[src/rtl/spi_bridge_pkg.sv]
// Shared types and helpers for the SPI-slave to strobe-bus bridge.
package spi_bridge_pkg;

  typedef enum logic [2:0] {
    IDLE  = 3'd0,
    HDR   = 3'd1,
    WR    = 3'd2,
    RD_PF = 3'd3,
    RD    = 3'd4
  } state_e;

  // Widest word the byte-order helper handles; callers zero-extend into it.
  localparam int unsigned SWAP_MAX_W = 64;

  // Reverse the byte order of the low data_w bits of d (data_w a multiple of 8).
  // Both loop indices are constants so every slice is static.
  function automatic logic [SWAP_MAX_W-1:0] byte_swap(input logic [SWAP_MAX_W-1:0] d,
                                                      input int unsigned data_w);
    logic [SWAP_MAX_W-1:0] r;
    int unsigned           nb;
    nb = data_w / 8;
    r  = '0;
    for (int unsigned i = 0; i < SWAP_MAX_W / 8; i++) begin
      for (int unsigned j = 0; j < SWAP_MAX_W / 8; j++) begin
        if ((i < nb) && (j == nb - 1 - i)) r[8*i +: 8] = d[8*j +: 8];
      end
    end
    return r;
  endfunction

endpackage

[src/rtl/spi_sync_edge.sv]
// Two-flop synchroniser for one asynchronous input, with single-cycle
// rise/fall pulses derived from the synchronised level.
module spi_sync_edge #(
  parameter logic RST_VAL = 1'b0
) (
  input  logic clk_i,
  input  logic rst_ni,
  input  logic d_i,
  output logic q_o,
  output logic rise_o,
  output logic fall_o
);

  logic meta_q, sync_q, prev_q;

  // Metastability chain plus one history flop for edge detection.
  always_ff @(posedge clk_i or negedge rst_ni) begin
    if (!rst_ni) begin
      meta_q <= RST_VAL;
      sync_q <= RST_VAL;
      prev_q <= RST_VAL;
    end else begin
      meta_q <= d_i;
      sync_q <= meta_q;
      prev_q <= sync_q;
    end
  end

  assign q_o    = sync_q;
  assign rise_o = sync_q & ~prev_q;
  assign fall_o = ~sync_q & prev_q;

endmodule

[src/rtl/spi_bus_bridge.sv]
// SPI slave (oversampled in clk) decoding a {addr, RnW} header, then running
// single or burst writes/reads on a one-cycle strobe bus. Reads are
// prefetched one word ahead so MISO never waits on the bus.
module spi_bus_bridge
  import spi_bridge_pkg::*;
#(
  parameter int unsigned ADDR_W    = 15,
  parameter int unsigned DATA_W    = 16,
  parameter int unsigned BYTE_SWAP = 1,
  parameter int unsigned CPOL      = 1,
  parameter int unsigned AUTO_INC  = 1,
  parameter int unsigned RD_LAT    = 1
) (
  input  logic              clk,
  input  logic              resetn,
  input  logic              sck,
  input  logic              ss,
  input  logic              mosi,
  output logic              miso,
  output logic              miso_oe,
  output logic [ADDR_W-1:0] bus_addr,
  output logic [DATA_W-1:0] bus_wdata,
  output logic              bus_we,
  output logic              bus_re,
  input  logic [DATA_W-1:0] bus_rdata,
  output logic              abort
);

  // Header is {addr, RnW}, so ADDR_W+1 must equal DATA_W.
  localparam int unsigned       CNT_W    = $clog2(DATA_W);
  localparam logic [CNT_W-1:0]  LAST_BIT = CNT_W'(DATA_W - 1);
  localparam logic [2:0]        LAT      = 3'(RD_LAT);
  localparam logic              SCK_IDLE = (CPOL != 0);

  // Convert between wire order and bus order (self-inverse).
  function automatic logic [DATA_W-1:0] wire_order(input logic [DATA_W-1:0] d);
    if (BYTE_SWAP != 0) return DATA_W'(byte_swap(SWAP_MAX_W'(d), DATA_W));
    else                return d;
  endfunction

  logic sck_s, sck_rise, sck_fall;
  logic ss_s, ss_rise, ss_fall;
  logic mosi_meta_q, mosi_s;
  logic unused_sck_lvl;

  spi_sync_edge #(.RST_VAL(SCK_IDLE)) u_sync_sck (
    .clk_i(clk), .rst_ni(resetn), .d_i(sck),
    .q_o(sck_s), .rise_o(sck_rise), .fall_o(sck_fall)
  );

  spi_sync_edge #(.RST_VAL(1'b1)) u_sync_ss (
    .clk_i(clk), .rst_ni(resetn), .d_i(ss),
    .q_o(ss_s), .rise_o(ss_rise), .fall_o(ss_fall)
  );

  assign unused_sck_lvl = sck_s;

  // MOSI only needs the level; it is stable around the SCK rising edge.
  always_ff @(posedge clk or negedge resetn) begin
    if (!resetn) begin
      mosi_meta_q <= 1'b0;
      mosi_s      <= 1'b0;
    end else begin
      mosi_meta_q <= mosi;
      mosi_s      <= mosi_meta_q;
    end
  end

  state_e              state_q, state_d;
  logic [CNT_W-1:0]    bit_cnt_q, bit_cnt_d;
  logic [DATA_W-2:0]   rx_q, rx_d;
  logic [DATA_W-1:0]   tx_q, tx_d;
  logic [ADDR_W-1:0]   addr_q, addr_d;
  logic [DATA_W-1:0]   wdata_q, wdata_d;
  logic                we_q, we_d, re_q, re_d, abort_q, abort_d;
  logic                pf_busy_q, pf_busy_d;
  logic [2:0]          pf_cnt_q, pf_cnt_d;
  logic [DATA_W-1:0]   pf_data_q, pf_data_d;

  logic [DATA_W-1:0]   rx_next, word_in, rd_word;
  logic                word_done, pf_done;

  // State and datapath registers.
  always_ff @(posedge clk or negedge resetn) begin
    if (!resetn) begin
      state_q   <= IDLE;
      bit_cnt_q <= '0;
      rx_q      <= '0;
      tx_q      <= '0;
      addr_q    <= '0;
      wdata_q   <= '0;
      we_q      <= 1'b0;
      re_q      <= 1'b0;
      abort_q   <= 1'b0;
      pf_busy_q <= 1'b0;
      pf_cnt_q  <= '0;
      pf_data_q <= '0;
    end else begin
      state_q   <= state_d;
      bit_cnt_q <= bit_cnt_d;
      rx_q      <= rx_d;
      tx_q      <= tx_d;
      addr_q    <= addr_d;
      wdata_q   <= wdata_d;
      we_q      <= we_d;
      re_q      <= re_d;
      abort_q   <= abort_d;
      pf_busy_q <= pf_busy_d;
      pf_cnt_q  <= pf_cnt_d;
      pf_data_q <= pf_data_d;
    end
  end

  // Next-state: header decode, write strobes, prefetch tracking, TX shifting.
  always_comb begin
    state_d   = state_q;
    bit_cnt_d = bit_cnt_q;
    rx_d      = rx_q;
    tx_d      = tx_q;
    addr_d    = addr_q;
    wdata_d   = wdata_q;
    we_d      = 1'b0;
    re_d      = 1'b0;
    abort_d   = 1'b0;
    pf_busy_d = pf_busy_q;
    pf_cnt_d  = pf_cnt_q;
    pf_data_d = pf_data_q;

    rx_next   = {rx_q, mosi_s};
    word_in   = wire_order(rx_next);
    rd_word   = wire_order(bus_rdata);
    word_done = sck_rise && (bit_cnt_q == LAST_BIT);
    pf_done   = pf_busy_q && (pf_cnt_q == LAT);

    // Read latency counter: cycle k after the strobe has pf_cnt == k.
    if (re_q) begin
      pf_busy_d = 1'b1;
      pf_cnt_d  = 3'd1;
    end else if (pf_busy_q) begin
      if (pf_done) begin
        pf_busy_d = 1'b0;
        pf_data_d = rd_word;
      end else begin
        pf_cnt_d = pf_cnt_q + 3'd1;
      end
    end

    // Post-write address advance; bus_addr held steady during the strobe.
    if (we_q && (AUTO_INC != 0)) addr_d = addr_q + ADDR_W'(1);

    case (state_q)
      IDLE: begin
        if (ss_fall) begin
          state_d   = HDR;
          bit_cnt_d = '0;
        end
      end
      HDR, WR: begin
        if (sck_rise) begin
          rx_d      = rx_next[DATA_W-2:0];
          bit_cnt_d = word_done ? '0 : bit_cnt_q + CNT_W'(1);
          if (word_done && (state_q == HDR)) begin
            addr_d = word_in[DATA_W-1:1];
            if (word_in[0]) begin
              state_d = RD_PF;
              re_d    = 1'b1;
            end else begin
              state_d = WR;
            end
          end
          if (word_done && (state_q == WR)) begin
            we_d    = 1'b1;
            wdata_d = word_in;
          end
        end
      end
      RD_PF: begin
        if (pf_done) begin
          tx_d    = rd_word;
          state_d = RD;
        end
      end
      RD: begin
        // Falls before the first sample of a word (mode 3 lead-in, or the
        // trailing fall in mode 0) must not shift, hence the bit_cnt guard.
        if (sck_fall && (bit_cnt_q != '0)) begin
          tx_d = {tx_q[DATA_W-2:0], 1'b0};
          if (bit_cnt_q == CNT_W'(1)) begin
            re_d   = 1'b1;
            addr_d = (AUTO_INC != 0) ? addr_q + ADDR_W'(1) : addr_q;
          end
        end
        if (sck_rise) begin
          bit_cnt_d = word_done ? '0 : bit_cnt_q + CNT_W'(1);
          if (word_done) tx_d = pf_data_q;
        end
      end
      default: state_d = IDLE;
    endcase

    // End of transfer wins over everything; partial words are dropped.
    if (ss_rise && (state_q != IDLE)) begin
      state_d   = IDLE;
      bit_cnt_d = '0;
      abort_d   = (bit_cnt_q != '0);
      we_d      = 1'b0;
      re_d      = 1'b0;
      pf_busy_d = 1'b0;
      tx_d      = '0;
    end
  end

  assign miso      = tx_q[DATA_W-1];
  assign miso_oe   = ~ss_s;
  assign bus_addr  = addr_q;
  assign bus_wdata = wdata_q;
  assign bus_we    = we_q;
  assign bus_re    = re_q;
  assign abort     = abort_q;

endmodule

[config.mk]
export PLATFORM = sky130hd
export DESIGN_NAME = spi_bus_bridge
export DESIGN_NICKNAME = d
export VERILOG_FILES = /design/src/rtl/spi_bridge_pkg.sv /design/src/rtl/spi_sync_edge.sv /design/src/rtl/spi_bus_bridge.sv
export SDC_FILE = /design/constraint.sdc
export NUM_CORES = 1
export LEC_CHECK = 0
export BUFFER_PORTS_ARGS = -buffer_cell sky130_fd_sc_hd__buf_2
export CAP_MARGIN = 10
export CELL_PAD_IN_SITES_DETAIL_PLACEMENT = 1
export CELL_PAD_IN_SITES_GLOBAL_PLACEMENT = 1
export CORE_UTILIZATION = 40
export DETAILED_ROUTE_END_ITERATION = 7
export PLACE_DENSITY_LB_ADDON = 0.1
export SYNTH_ARGS = -nofsm -noshare
export SYNTH_HDL_FRONTEND = slang
export SYNTH_HIERARCHICAL = 1
export SYNTH_SLANG_ARGS = --single-unit
[constraint.sdc]
create_clock -name clk -period 2.96 [get_ports clk]
set_input_delay 0.296 -clock clk [delete_from_list [all_inputs] [get_ports clk]]
set_output_delay 0.296 -clock clk [all_outputs]
set_load 0.02 [all_outputs]
### Word-level counts from Yosys, hierarchy flattened

Index checks and enable logic that the tools add are counted.
Widths: inputs -> output; s select.

* muxes and demuxes: 43
* bitwise logic cells: 9
* reduce and logical (&&, ||, !) cells: 21
* equal/unequal tests: 14
* add/subtract/negate cells: 3

Operators by type and width (number)
* $mux 16: 5
* $mux 15: 5
* $pmux 16 s2: 1
* $pmux 15 s2: 1
* $mux 3: 8
* $mux 1: 16
* $mux 4: 4
* $add 15x1->15 const B: 1
* $ne 3x3->1 const B: 4
* $pmux 3 s4: 1
* $reduce_and 3->1: 3
* $reduce_bool 3->1: 3
* $pmux 4 s2: 1
* $eq 3x1->1 const B: 2
* $eq 3x2->1 const B: 2
* $logic_and 1x1->1: 6
* $reduce_and 2->1: 3
* $not 1->1: 5
* $reduce_and 5->1: 1
* $add 4x1->4 const B: 1
* $and 1x1->1: 4
* $eq 4x1->1 const B: 1
* $eq 4x4->1 const B: 1
* $ne 2x2->1 const B: 2
* other kinds (9): 9

* output and inout port bits: 36
* flip-flop bits (word level): 100
* word-level logic and storage cells: 110
* input bits: 21

### Depth between registers and ports, before layout

Gate-level depths: netlist of the first run.

* depth in word-level cells: 8
* mapped depth: 8
* depth with buffers taken out: 7

### Modules after synthesis

Netlist of the first run, hierarchy kept.

Modules (own cells, without submodules)
* spi_bus_bridge: cells each 411, sequential area each 2352.3 um^2, area an instance 4600.7 um^2, times used 1
* spi_sync_edge: cells each 5, sequential area each 78.8 um^2, area an instance 93.8 um^2, times used 2

### Worst setup path after synthesis of the first run

Ideal clock, no wire load.

* path type: reg2reg
* start point: register u_sync_sck.sync_q (netlist: u_sync_sck/q_o)
* end point: register wdata_q[10] (netlist: bus_wdata[10])
* setup time: 0.125 ns
* arrival: 1.954 ns
* slack: 0.882 ns
* required time: 2.835 ns
* buffers on the path: 2
* period minus slack after synthesis: 2.078 ns
* stages on the path, launching flop included: 7
* cells stage by stage: dfstp_2 -> nor2b_1 -> nand4_1 -> or3_1 -> buf_2 -> buf_2 -> mux2_2

* longest elaborated chain between the ends: 4

RTL lines
* start: declaration: line spi_sync_edge.sv:14 `logic meta_q, sync_q, prev_q;`
* start signal: assignment: line spi_sync_edge.sv:24 `sync_q <= meta_q;`
* $and 1x1->1 *: line spi_sync_edge.sv:30 `assign rise_o = sync_q & ~prev_q;`
* named net sck_rise: line spi_bus_bridge.sv:41 `logic sck_s, sck_rise, sck_fall;`
* $logic_and 1x1->1: line spi_bus_bridge.sv:132 `word_done = sck_rise && (bit_cnt_q == LAST_BIT);`
* $logic_and 1x1->1: line spi_bus_bridge.sv:171 `if (word_done && (state_q == WR)) begin`
* $reduce_and 3->1 (no line) *
* end signal: assignment: line spi_bus_bridge.sv:104 `wdata_q <= wdata_d;`
* end: declaration: line spi_bus_bridge.sv:74 `logic [DATA_W-1:0] wdata_q, wdata_d;`

Mark *: on every way through the listed nets, which the timed path passes. The rest lies on a longest branch.
A chain may end at the register's enable or synchronous reset.

### Worst setup path after layout of the first run

* start point: register state_q[0]
* end point: register addr_q[10] (netlist: bus_addr[10])

* longest elaborated chain between the ends: 5
* elaborated cells on any way between the ends: 8
* those cells by class: eq/ne (3); mux (3); reduce/logical (2)

RTL lines
* start: declaration: line spi_bus_bridge.sv:69 `state_e state_q, state_d;`
* start signal: assignment: line spi_bus_bridge.sv:99 `state_q <= state_d;`
* $eq 3x1->1: line spi_bus_bridge.sv:151, spi_bus_bridge.sv:162
* $logic_and 1x1->1: line spi_bus_bridge.sv:162 `if (word_done && (state_q == HDR)) begin`
* $mux 15: line spi_bus_bridge.sv:162
* $mux 15: line spi_bus_bridge.sv:159 `if (sck_rise) begin`
* $pmux 15 s2 *: line spi_bus_bridge.sv:151 `case (state_q)`
* named net addr_d[10]: line spi_bus_bridge.sv:73 `logic [ADDR_W-1:0] addr_q, addr_d;`
* end signal: assignment: line spi_bus_bridge.sv:103 `addr_q <= addr_d;`
* end: declaration: line spi_bus_bridge.sv:73

Marked as above.

==> flow_summary.yaml, run 1 <==
routing:
  via_per_inst: 5.72
  vias: 3573
  avgRoutedWirePerCell_um: 19.2
  drt_iter0_markers: 185
  dr.pass1.iters: 8
  wirelength_um: 12000
  drc: 8
  ant_nets: 0
timing:
  setup_viol: 0
  fin_crit_sh_pct: 84.6
  rsz0062_at_grt: "no"
  max_freq_mhz: 399
  finalCriticalPeriod_ns: 2.50
  drv_slew: 0
  fin_skew_ns: 0.00985
  fin_tns_setup_ns: 0
  max_slew_margin_pct: 45.8
  hold_ws_ns: -0.00710
  timing.final.hold_violations: 3
  worst_pin_slew_ns: 0.812
critical_path:
  timing.rr.end: "bus_addr[10]$_DFF_PN0_"
  cp-end-kind: "flip-flop"
  crit_path_start_kind: "flip-flop"
  reg2reg_slack_ns: 0.46
  path_max_fanout: 21
  arrival_ns: 2.74
  path_buf_inv: 0
  slowest_stage: "dfrtp_1"
  crit_family: "simple AND/OR/NAND/NOR gates"
  crit_path_cell_trace: "or3b_2 -> o21ai_0 -> nand2_1 -> a32oi_1 -> nand2_1"
  required_ns: 3.20
  r2r-start: "state_q[0]$_DFFE_PN0P_"
  path_class: "reg2reg"
  slowest_delay_ns: 0.73
  r2r_cells: 5
  crit_end: "bus_addr[10]$_DFF_PN0_"
  startpoint: "state_q[0]$_DFFE_PN0P_"
  worst-path-stages: 5
  crit_top_cell: "nand2_1"
synth:
  syn_area_um2: 4790
  yosys.area.top_type_share_pct: 49.1
  synth_fa_ha_area_share_pct: 1.57
  ys_seq_area_share_pct: 52.4
  synth_cell_types: 58
  yosys.area_share.simple_pct: 13.0
  synth_top_family_by_area: "multiplexers"
  ys_ff_latch: 100
  synthMuxAreaShare_pct: 14.7
  synth_compound_area_share_pct: 14.6
  ys_top_cells_by_area: "dfrtp_1 (49%), mux2_2 (12%), a221o_1 (3.3%), dfstp_2 (3.3%), mux2i_1 (3.1%)"
  yosysWarnings: 6
  synth_ff_type: "dfrtp_1"
  yosysTopAreaCell: "dfrtp_1"
  synthCells: 421
  synthArstFlopShare_pct: 100
  syn_area_per_cell_um2: 11.4
  synth_edf_count: 0
  synth_fp_nets: 448
  synth_xor_area_share_pct: 0.366
status:
  status: "complete, but fails checks"
  violations: "design-rule violations, negative hold slack"
floorplan:
  io_pins: 57
  num_rows: 39
  die_w_um: 111
  start_util_pct: 41.4
  core_area_um2: 11600
  die_h_um: 111
  fp.dieArea_um2: 12400
cells_and_area:
  final_core_util_pct: 47.8
  antennaDiodeCount: 0
  nets: 504
  ff_latch_area_um2: 2510
  finalNonFillerCells: 625
  multiInputGateArea_um2: 2120
  area_delta_synth_final_pct: 15.4
  fillers: 1253
  drive_gt1_share_pct: 29.7
placed_design:
  dpl.cell_count: 609
  io_buffer_count: 56
  dp_hpwl_um: 8270
  gp_congestion: 0.789
clock_tree:
  insertion_delay_ns: 0.35
  clk_pin_slew_worst_paths_ns: 0.07
  cts_max_level: 3
  numCtsBuffers: 9
  clkSinkCount: 100
  cts_hold_buf: 0
  postCtsResizedCells: 0
  clock_path_buffers: 2
  root_buffer: "clkbuf_16"
  post_cts_buffers: 0
  cts_tree: "done"
power:
  ir_worst_vdd_mv: 0.280
  p_leak_nw: 2.76
  p_per_area_nw_per_um2: 580
global_route:
  grt_max_degree: 51
  grt_pass1_vias: 3849
  track_usage_pct: 20.9
  grt_pass1_wl_um: 20300
  antenna_found_initial: 0
  grt-ovfl-total: 0
flow_run:
  maxCapViolCount: 0
worst_hold_path:
  hold_path.class: "in2async"
## cell usage after synthesis, types with 3 or more instances
master / instances
a211oi_1: 18
nand4_1: 5
inv_1: 13
ha_1: 6
buf_2: 4
nor4bb_1: 3
o21ai_0: 10
dfrtp_1: 94
nand2_1: 29
o211ai_1: 5
clkbuf_1: 10
a22o_1: 4
nand3_1: 13
mux2i_1: 15
nor2b_1: 6
a21oi_1: 17
o31a_1: 3
nand2b_1: 3
mux2_2: 49
nor2_1: 34
a221o_1: 16
nor3_1: 6
buf_6: 4
a22oi_1: 3
nor4_1: 6
dfstp_2: 6
## how the worst min path moves through the flow
stage / to / depth (start not counted)
6_report: tx_q[14]$_DFFE_PN0P_ / 1
3_3_place_gp: mosi_s$_DFF_PN0_ / 0
3_5_place_dp: mosi_s$_DFF_PN0_ / 0
2_1_floorplan: abort$_DFF_PN0_ / 0
4_1_cts: tx_q[14]$_DFFE_PN0P_ / 1
5_1_grt: u_sync_ss/meta_q$_DFF_PN1_ / 1
## area by class of cell
| cell class | count | share of cell area (%) |
|---|---|---|
| clock inverters | 4 | 1.34 |
| inverters | 13 | 0.883 |
| flip-flops and latches | 100 | 45.4 |
| clock buffers | 12 | 4.28 |
| multi-input cells | 288 | 38.3 |
| well taps | 143 | 3.24 |
| repair buffers | 65 | 6.57 |
## layer usage
layer  vias to the layer above  routed length [µm]  track usage [%]
li1                       1672                   -                -
met1                      1833                5810             28.5
met2                        56                5680             34.0
met3                        12                 313             3.21
met4                         0                 173             7.57
met5                         -                   0                0
## report_power, final
part	total (mW)	internal, mW	switching, mW
Combinational	0.369	0.173	0.195
Clock	1.26	0.743	0.519
Sequential	1.57	1.45	0.127
Total	3.20	2.36	0.841
## logic make-up after synthesis
kind of cell,count (synthesis)
and+or+nand+nor,122
DFF,100
AOI/OAI and AO/OA,94
muxes,64
buffers and inverters,33
adders and majority gates,6
xor gates and xnor gates,2
## sequential cells by signal, indices dropped and copies added, names as in the netlist, 3 cells and up
signal and cells:
rx_q 15, bit_cnt_q 4, bus_addr 15, tx_q 16
bus_wdata 16, state_q 3, pf_cnt_q 3, pf_data_q 16
## per-stage QoR
stage | power [mW] | setup slack (ns) | area (µm²)
6_report | 3.20 | 0.455 | 5530
2_1_floorplan | 1.83 | 0.882 | 4790
4_1_cts | 3.24 | 0.406 | 5530
5_1_grt | 3.33 | 0.199 | 5530
3_3_place_gp | 1.96 | 0.561 | 5220
3_5_place_dp | 1.97 | 0.428 | 5220
## cells in the final DEF (no fill, tap or decap), types with 10 or more instances in the layout
master    netlist  layout
inv_1          13      13
a21oi_1        17      17
nand3_1        13      13
a211oi_1       18      18
nand2_1        29      29
dfrtp_1        94      94
o21ai_0        10      10
a221o_1        16      16
buf_2           4      55
nor2_1         34      34
mux2i_1        15      15
mux2_2         49      49
Note: power is estimated with default switching activity, not from simulation.
==> run 2: changes to the inputs <==
clock period = 2.05 ns   (was 2.96 ns; I/O delays follow)
==> run 2 against run 1 <==
Against the previous run: the run ends with design-rule violations, negative setup slack left; first-iteration DRC count fell by 22%; non-clock buffer count is 45 higher; worst hold slack improved by 0.10 ns; die area is the same; clock-buffer cell count unchanged; critical path type unchanged; largest cell class unchanged; largest power group unchanged; highest routed layer unchanged.
==> flow_summary.yaml, run 2 (synthesis gave the netlist of run 1 again) <==
placed_design:
  dp_hpwl_um: 8690
  place_ws_ns: -0.142
  io_buffer_count: 56
  dpl-instance-area_um2: 5560
  gp_congestion: 0.792
critical_path:
  r2r_cells: 8
  slowest_stage: "or4b_4"
  crit_path_cell_trace: "inv_2 -> ha_4 -> nand3b_1 -> or4b_4 -> o211ai_1 -> buf_4 -> a311oi_1 -> a21o_1"
  startpoint: "bit_cnt_q[0]$_DFFE_PN0P_"
  cp-end-kind: "flip-flop"
  path_max_fanout: 3
  reg2reg_slack_ns: -0.07
  path_buf_inv: 2
  slowest_delay_ns: 0.51
  worst-path-stages: 8
  crit_path_start_kind: "flip-flop"
  timing.rr.end: "bus_addr[2]$_DFF_PN0_"
  arrival_ns: 2.36
  path_class: "reg2reg"
  crit_end: "bus_addr[2]$_DFF_PN0_"
  crit_family: "simple AND/OR/NAND/NOR gates"
  required_ns: 2.29
  r2r-start: "bit_cnt_q[0]$_DFFE_PN0P_"
floorplan:
  core_area_um2: 11600
  fp.dieArea_um2: 12400
  die_h_um: 111
  start_util_pct: 41.4
  num_rows: 39
  io_pins: 57
  die_w_um: 111
global_route:
  grt_max_degree: 35
  grt_pass1_vias: 3991
  track_usage_pct: 21.4
  grt_pass1_wl_um: 20700
  met1_usage_pct: 29.2
  top_usage_layer: "met2"
  antenna_found_initial: 0
  grt_util_met2_pct: 34.5
  grt-ovfl-total: 0
  grt_util_met3_pct: 2.83
cells_and_area:
  ff_latch_area_um2: 2510
  multiInputGateArea_um2: 2260
  fillers: 1237
  final_common_cell: "dfrtp_1"
  area_delta_synth_final_pct: 27.4
  stdcell_area_um2: 6100
  nets: 549
  antennaDiodeCount: 0
  layout_common_cells: "dfrtp_1 (92), buf_2 (55), mux2_2 (49), buf_4 (42), nor2_1 (32)"
  drive_gt1_share_pct: 40.3
power:
  ir_worst_vdd_mv: 0.386
  p_per_area_nw_per_um2: 802
  p_leak_nw: 3.03
routing:
  wirelength_um: 12500
  via_per_inst: 5.65
  drt_iter0_markers: 144
  dr.pass1.iters: 6
  ant_nets: 0
  avgRoutedWirePerCell_um: 18.7
  drc: 6
  vias: 3778
flow_run:
  maxCapViolCount: 0
clock_tree:
  numCtsBuffers: 9
  clkSinkCount: 100
  clk_pin_slew_worst_paths_ns: 0.07
  cts_max_level: 3
  root_buffer: "clkbuf_16"
  insertion_delay_ns: 0.35
  clock_path_buffers: 2
  cts_tree: "done"
timing:
  worst_pin_slew_ns: 0.505
  rsz0062_at_grt: "yes"
  timing.final.hold_violations: 0
  postLayoutSetupSlackWorst_ns: -0.0659
  setup_viol: 3
  fin_crit_sh_pct: 103
  drv_slew: 0
  fin_skew_ns: 0.00638
  max_slew_margin_pct: 66.1
  max_freq_mhz: 473
  finalCriticalPeriod_ns: 2.12
status:
  status: "complete, but fails checks"
  violations: "design-rule violations, negative setup slack"
worst_hold_path:
  hold_path.class: "in2reg"
## run 2: cell types whose count changed in the layout (fill, tap and decap cells not counted), sizes merged
cell and change:
clkinvlp +2, buf +41, bufinv -1, clkinv -2, dlygate4sd3 +4
## run 2: where the power goes
part           switching (mW)  leakage (nW)  total (mW)  internal, mW
registers               0.153          1.36        2.25          2.09
logic                   0.417          1.53       0.855         0.438
clock network           0.750         0.147        1.79          1.04
## run 2: per-layer routing
layer  vias to the layer above  part of all wire (%)
li1                       1771                     -
met1                      1935                    47
met5                         -                     0
met4                         0                   1.8
met2                        58                    48
met3                        14                   2.7
## run 2: repair_timing
| item | in CTS | in global routing |
|---|---|---|
| setup buffers | 2 | 3 |
| setup endpoints to repair | 28 | 47 |
| hold buffers | 4 | 0 |
| pin swaps | 6 | 12 |
| hold endpoints to repair | 32 | 0 |
| gates resized for setup | 18 | 24 |
## run 2: worst min path at each step
stage | slack [ns] | end | start | depth (start not counted)
3_3_place_gp | 0.18 | bus_addr[14]$_DFF_PN0_ | resetn | 1
2_1_floorplan | -0.09 | abort$_DFF_PN0_ | resetn | 0
5_1_grt | 0.10 | pf_data_q[4]$_DFFE_PN0P_ | bus_rdata[12] | 2
3_5_place_dp | 0.19 | bus_addr[14]$_DFF_PN0_ | resetn | 1
6_report | 0.1 | tx_q[5]$_DFFE_PN0P_ | bus_rdata[13] | 2
4_1_cts | 0.09 | tx_q[15]$_DFFE_PN0P_ | bus_rdata[7] | 2
## run 2: stage by stage
step | cells | TNS [ns] | total power, mW | hold slack, ns | util [%]
after global placement | 645 | -0.485 | 2.97 | 0.181 | 48.1
after detailed placement | 645 | -1.18 | 3.00 | 0.187 | 48.1
after global routing | 669 | -0.744 | 5.10 | 0.104 | 52.8
final | 669 | -0.181 | 4.89 | 0.0971 | 52.8
after floorplan | 421 | 0 | 2.64 | -0.0906 | -
after CTS | 666 | -0.301 | 4.88 | 0.0888 | 51.8
## run 2: final cells by class
type / count / share of cell area (%)
sequential: 100 / 41.2
multi-input combinational: 288 / 37.0
inverter: 13 / 0.800
tap: 143 / 2.93
clock inverter: 3 / 0.738
timing repair buffer: 110 / 13.0
clock buffer: 12 / 4.37
==> run 3: changes to the inputs <==
SYNTH_HIERARCHICAL = unset   (was 1)
clock period = 2.2 ns   (was 2.05 ns; I/O delays follow)
==> run 3 against run 2 <==
Against the previous run: the run now ends clean; first-iteration DRC count grew 81%; synthesized cell count grew 4.0%; global-route usage grew 0.89 points; register-to-register slack gained 0.10 ns; sequential power shrank 8%; critical path depth shrank 2; sequential share of layout area grew 1.5 points; final cell count shrank 1.6%; core utilization shrank 3.6 points; highest routed layer unchanged.
==> flow_summary.yaml, run 3 <==
critical_path:
  required_ns: 2.44
  cp-end-kind: "flip-flop"
  crit_path_cell_trace: "inv_1 -> ha_1 -> or3b_2 -> nand3_1 -> a31oi_1 -> a221o_1"
  slowest_stage: "or3b_2"
  crit_path_start_kind: "flip-flop"
  path_class: "reg2reg"
  arrival_ns: 2.40
  slowest_delay_ns: 0.67
  path_max_fanout: 16
floorplan:
  start_util_pct: 40.9
  die_h_um: 113
  io_pins: 57
  num_rows: 40
  core_area_um2: 12000
  die_w_um: 113
  fp.dieArea_um2: 12700
power:
  seq_power_share_pct: 46.9
  sw_frac_of_total_pct: 27.6
  pwr-share-comb_pct: 14.9
  power.internal_mw: 3.19
  clkPwrFrac_pct: 38.2
  p_leak_nw: 2.63
  p_per_area_nw_per_um2: 751
  ir_worst_vdd_mv: 0.450
  netSwitchingPower_mw: 1.22
synth:
  synth_edf_count: 0
  synth_cell_types: 60
  syn_area_um2: 4890
  synthArstFlopShare_pct: 100
  yosys.area.top_type_share_pct: 48.1
  yosysTopAreaCell: "dfrtp_1"
  synthCells: 438
  synth_fp_nets: 465
  synthTopCellsByCount: "dfrtp_1 (94), mux2_2 (47), nand3_1 (27)"
  ys_seq_area_share_pct: 51.3
  syn_area_per_cell_um2: 11.2
  yosysWarnings: 0
  ys_ff_latch: 100
  yosysMostFrequentCell: "dfrtp_1"
  synth_ff_type: "dfrtp_1"
  ys_top_cells_by_area: "dfrtp_1 (48%), mux2_2 (11%), a221o_1 (3.5%), dfstp_2 (3.2%), nand3_1 (2.8%)"
clock_tree:
  insertion_delay_ns: 0.35
  clock_path_buffers: 2
  cts_tree: "done"
  post_cts_buffers: 0
  root_buffer: "clkbuf_16"
  clk_pin_slew_worst_paths_ns: 0.07
  numCtsBuffers: 9
  clkSinkCount: 100
  cts_max_level: 3
timing:
  max_freq_mhz: 462
  drv_slew: 0
  rsz0062_at_grt: "no"
  timing.final.hold_violations: 0
  max_slew_margin_pct: 53.8
  fin_skew_ns: 0.0109
  hold_ws_ns: 0.111
  finalCriticalPeriod_ns: 2.16
  fin_crit_sh_pct: 98.4
  setup_viol: 0
  worst_pin_slew_ns: 0.693
cells_and_area:
  drive_gt1_share_pct: 32.3
  stdcell_area_um2: 5880
  area_delta_synth_final_pct: 20.2
  antennaDiodeCount: 0
  layout_common_cells: "dfrtp_1 (94), buf_2 (55), mux2_2 (47), buf_4 (29), nand3_1 (27)"
  final_common_cell: "dfrtp_1"
  nets: 534
  finalNonFillerCells: 658
  fillers: 1306
placed_design:
  dpl-instance-area_um2: 5490
  io_buffer_count: 56
  dp_hpwl_um: 8840
  dpl.cell_count: 639
  gp_congestion: 0.792
routing:
  dr.pass1.iters: 6
  vias: 3936
  ant_nets: 0
  drc: 0
  wirelength_um: 13200
  via_per_inst: 5.98
  avgRoutedWirePerCell_um: 20.0
  drt_iter0_markers: 261
global_route:
  grt_pass1_wl_um: 21800
  track_usage_pct: 22.3
  grt_max_degree: 56
  grt_pass1_vias: 4106
  antenna_found_initial: 0
  grt-ovfl-total: 0
status:
  status: "completed"
flow_run:
  maxCapViolCount: 0
worst_hold_path:
  hold_path.class: "in2reg"
run 3: cell types whose count changed after synthesis, moves of 7 or more:
cell and delta:
o211ai_1 +7, nand3_1 +14, a31oi_1 +8, a21oi_1 -13, nor3_1 +16, clkbuf_1 +9, a311oi_1 +13, a211oi_1 -16
mux2i_1 -12, o21ai_0 +8, nor2_1 -21
run 3: metal layers:
metal | GRT usage [%] | part of all wire (%) | vias up
li1 | - | - | 1811
met1 | 28.5 | 46 | 2036
met2 | 36.9 | 49 | 72
met3 | 4.70 | 3.2 | 17
met4 | 8.80 | 1.8 | 0
met5 | 0 | 0 | -
run 3: cells by family (layout without fill, tap and decap cells):
kind of cell	Yosys count	count (layout)	share of synthesized area, %
fa+ha+maj	6	6	1.53
mux	50	50	11.4
flops	100	100	51.3
compound gates	100	100	15.8
simple gates	139	139	15.9
xor+xnor	2	2	0.358
buf+inv	41	114	3.71
run 3: timing repair:
| action | 4_1_cts | 5_1_grt |
|---|---|---|
| hold buffers | 4 | 0 |
| endpoints found under the hold margin | 20 | 0 |
| resized for setup | 2 | 10 |
| setup endpoints to repair | 4 | 7 |
run 3: worst max-delay path: cells and delay by family, from the launching register on:
| kind | cells | cell delay, ns |
|---|---|---|
| buf+inv | 1 | 0.12 |
| fa+ha+maj | 1 | 0.23 |
| flops | 1 | 0.41 |
| simple gates | 2 | 0.83 |
| compound gates | 2 | 0.45 |
run 3: area by class of cell:
cell class	count	area, µm²	share of cell area (%)
flip-flops and latches	100	2510	42.7
multi-input cells	297	2250	38.4
clock buffers	11	233	3.96
inverters	8	30.0	0.511
clock inverters	4	73.8	1.26
repair buffers	91	593	10.1
well taps	147	184	3.13
run 3: metrics by stage:
stage | setup slack [ns] | power (mW) | TNS, ns | utilization (%)
after global routing | 0.00450 | 4.60 | 0 | 49.1
after CTS | 0.0339 | 4.44 | 0 | 48.9
final | 0.0363 | 4.41 | 0 | 49.1
after detailed placement | -0.0416 | 2.74 | -0.0569 | 45.9
after floorplan | 0.128 | 2.44 | 0 | -
after global placement | 0.0987 | 2.71 | 0 | 45.9
run 3: path summary, 6_finish.rpt:
path / startpoint / to / slack, ns / cells after the start
max in group asynchronous: resetn / bus_wdata[0]$_DFFE_PN0N_ / 1.25 / 3
max reg2reg: bit_cnt_q[1]$_DFFE_PN0P_ / tx_q[15]$_DFFE_PN0P_ / 0.04 / 6
min: bus_rdata[15] / tx_q[7]$_DFFE_PN0P_ / 0.11 / 2
min in group asynchronous: resetn / bus_wdata[11]$_DFFE_PN0N_ / 0.29 / 2
max: bit_cnt_q[1]$_DFFE_PN0P_ / tx_q[15]$_DFFE_PN0P_ / 0.04 / 6
min reg2reg: u_sync_ss.meta_q$_DFF_PN1_ / u_sync_ss.q_o$_DFF_PN1_ / 0.36 / 0
run 3: power groups by stage:
stage          Sequential [mW]  Combinational, mW  Clock (mW)
6_report                  2.07              0.657        1.69
5_1_grt                   2.09              0.712        1.80
3_3_place_gp              2.09              0.613           0
2_1_floorplan             2.06              0.375           0
3_5_place_dp              2.10              0.640           0
4_1_cts                   2.07              0.653        1.72
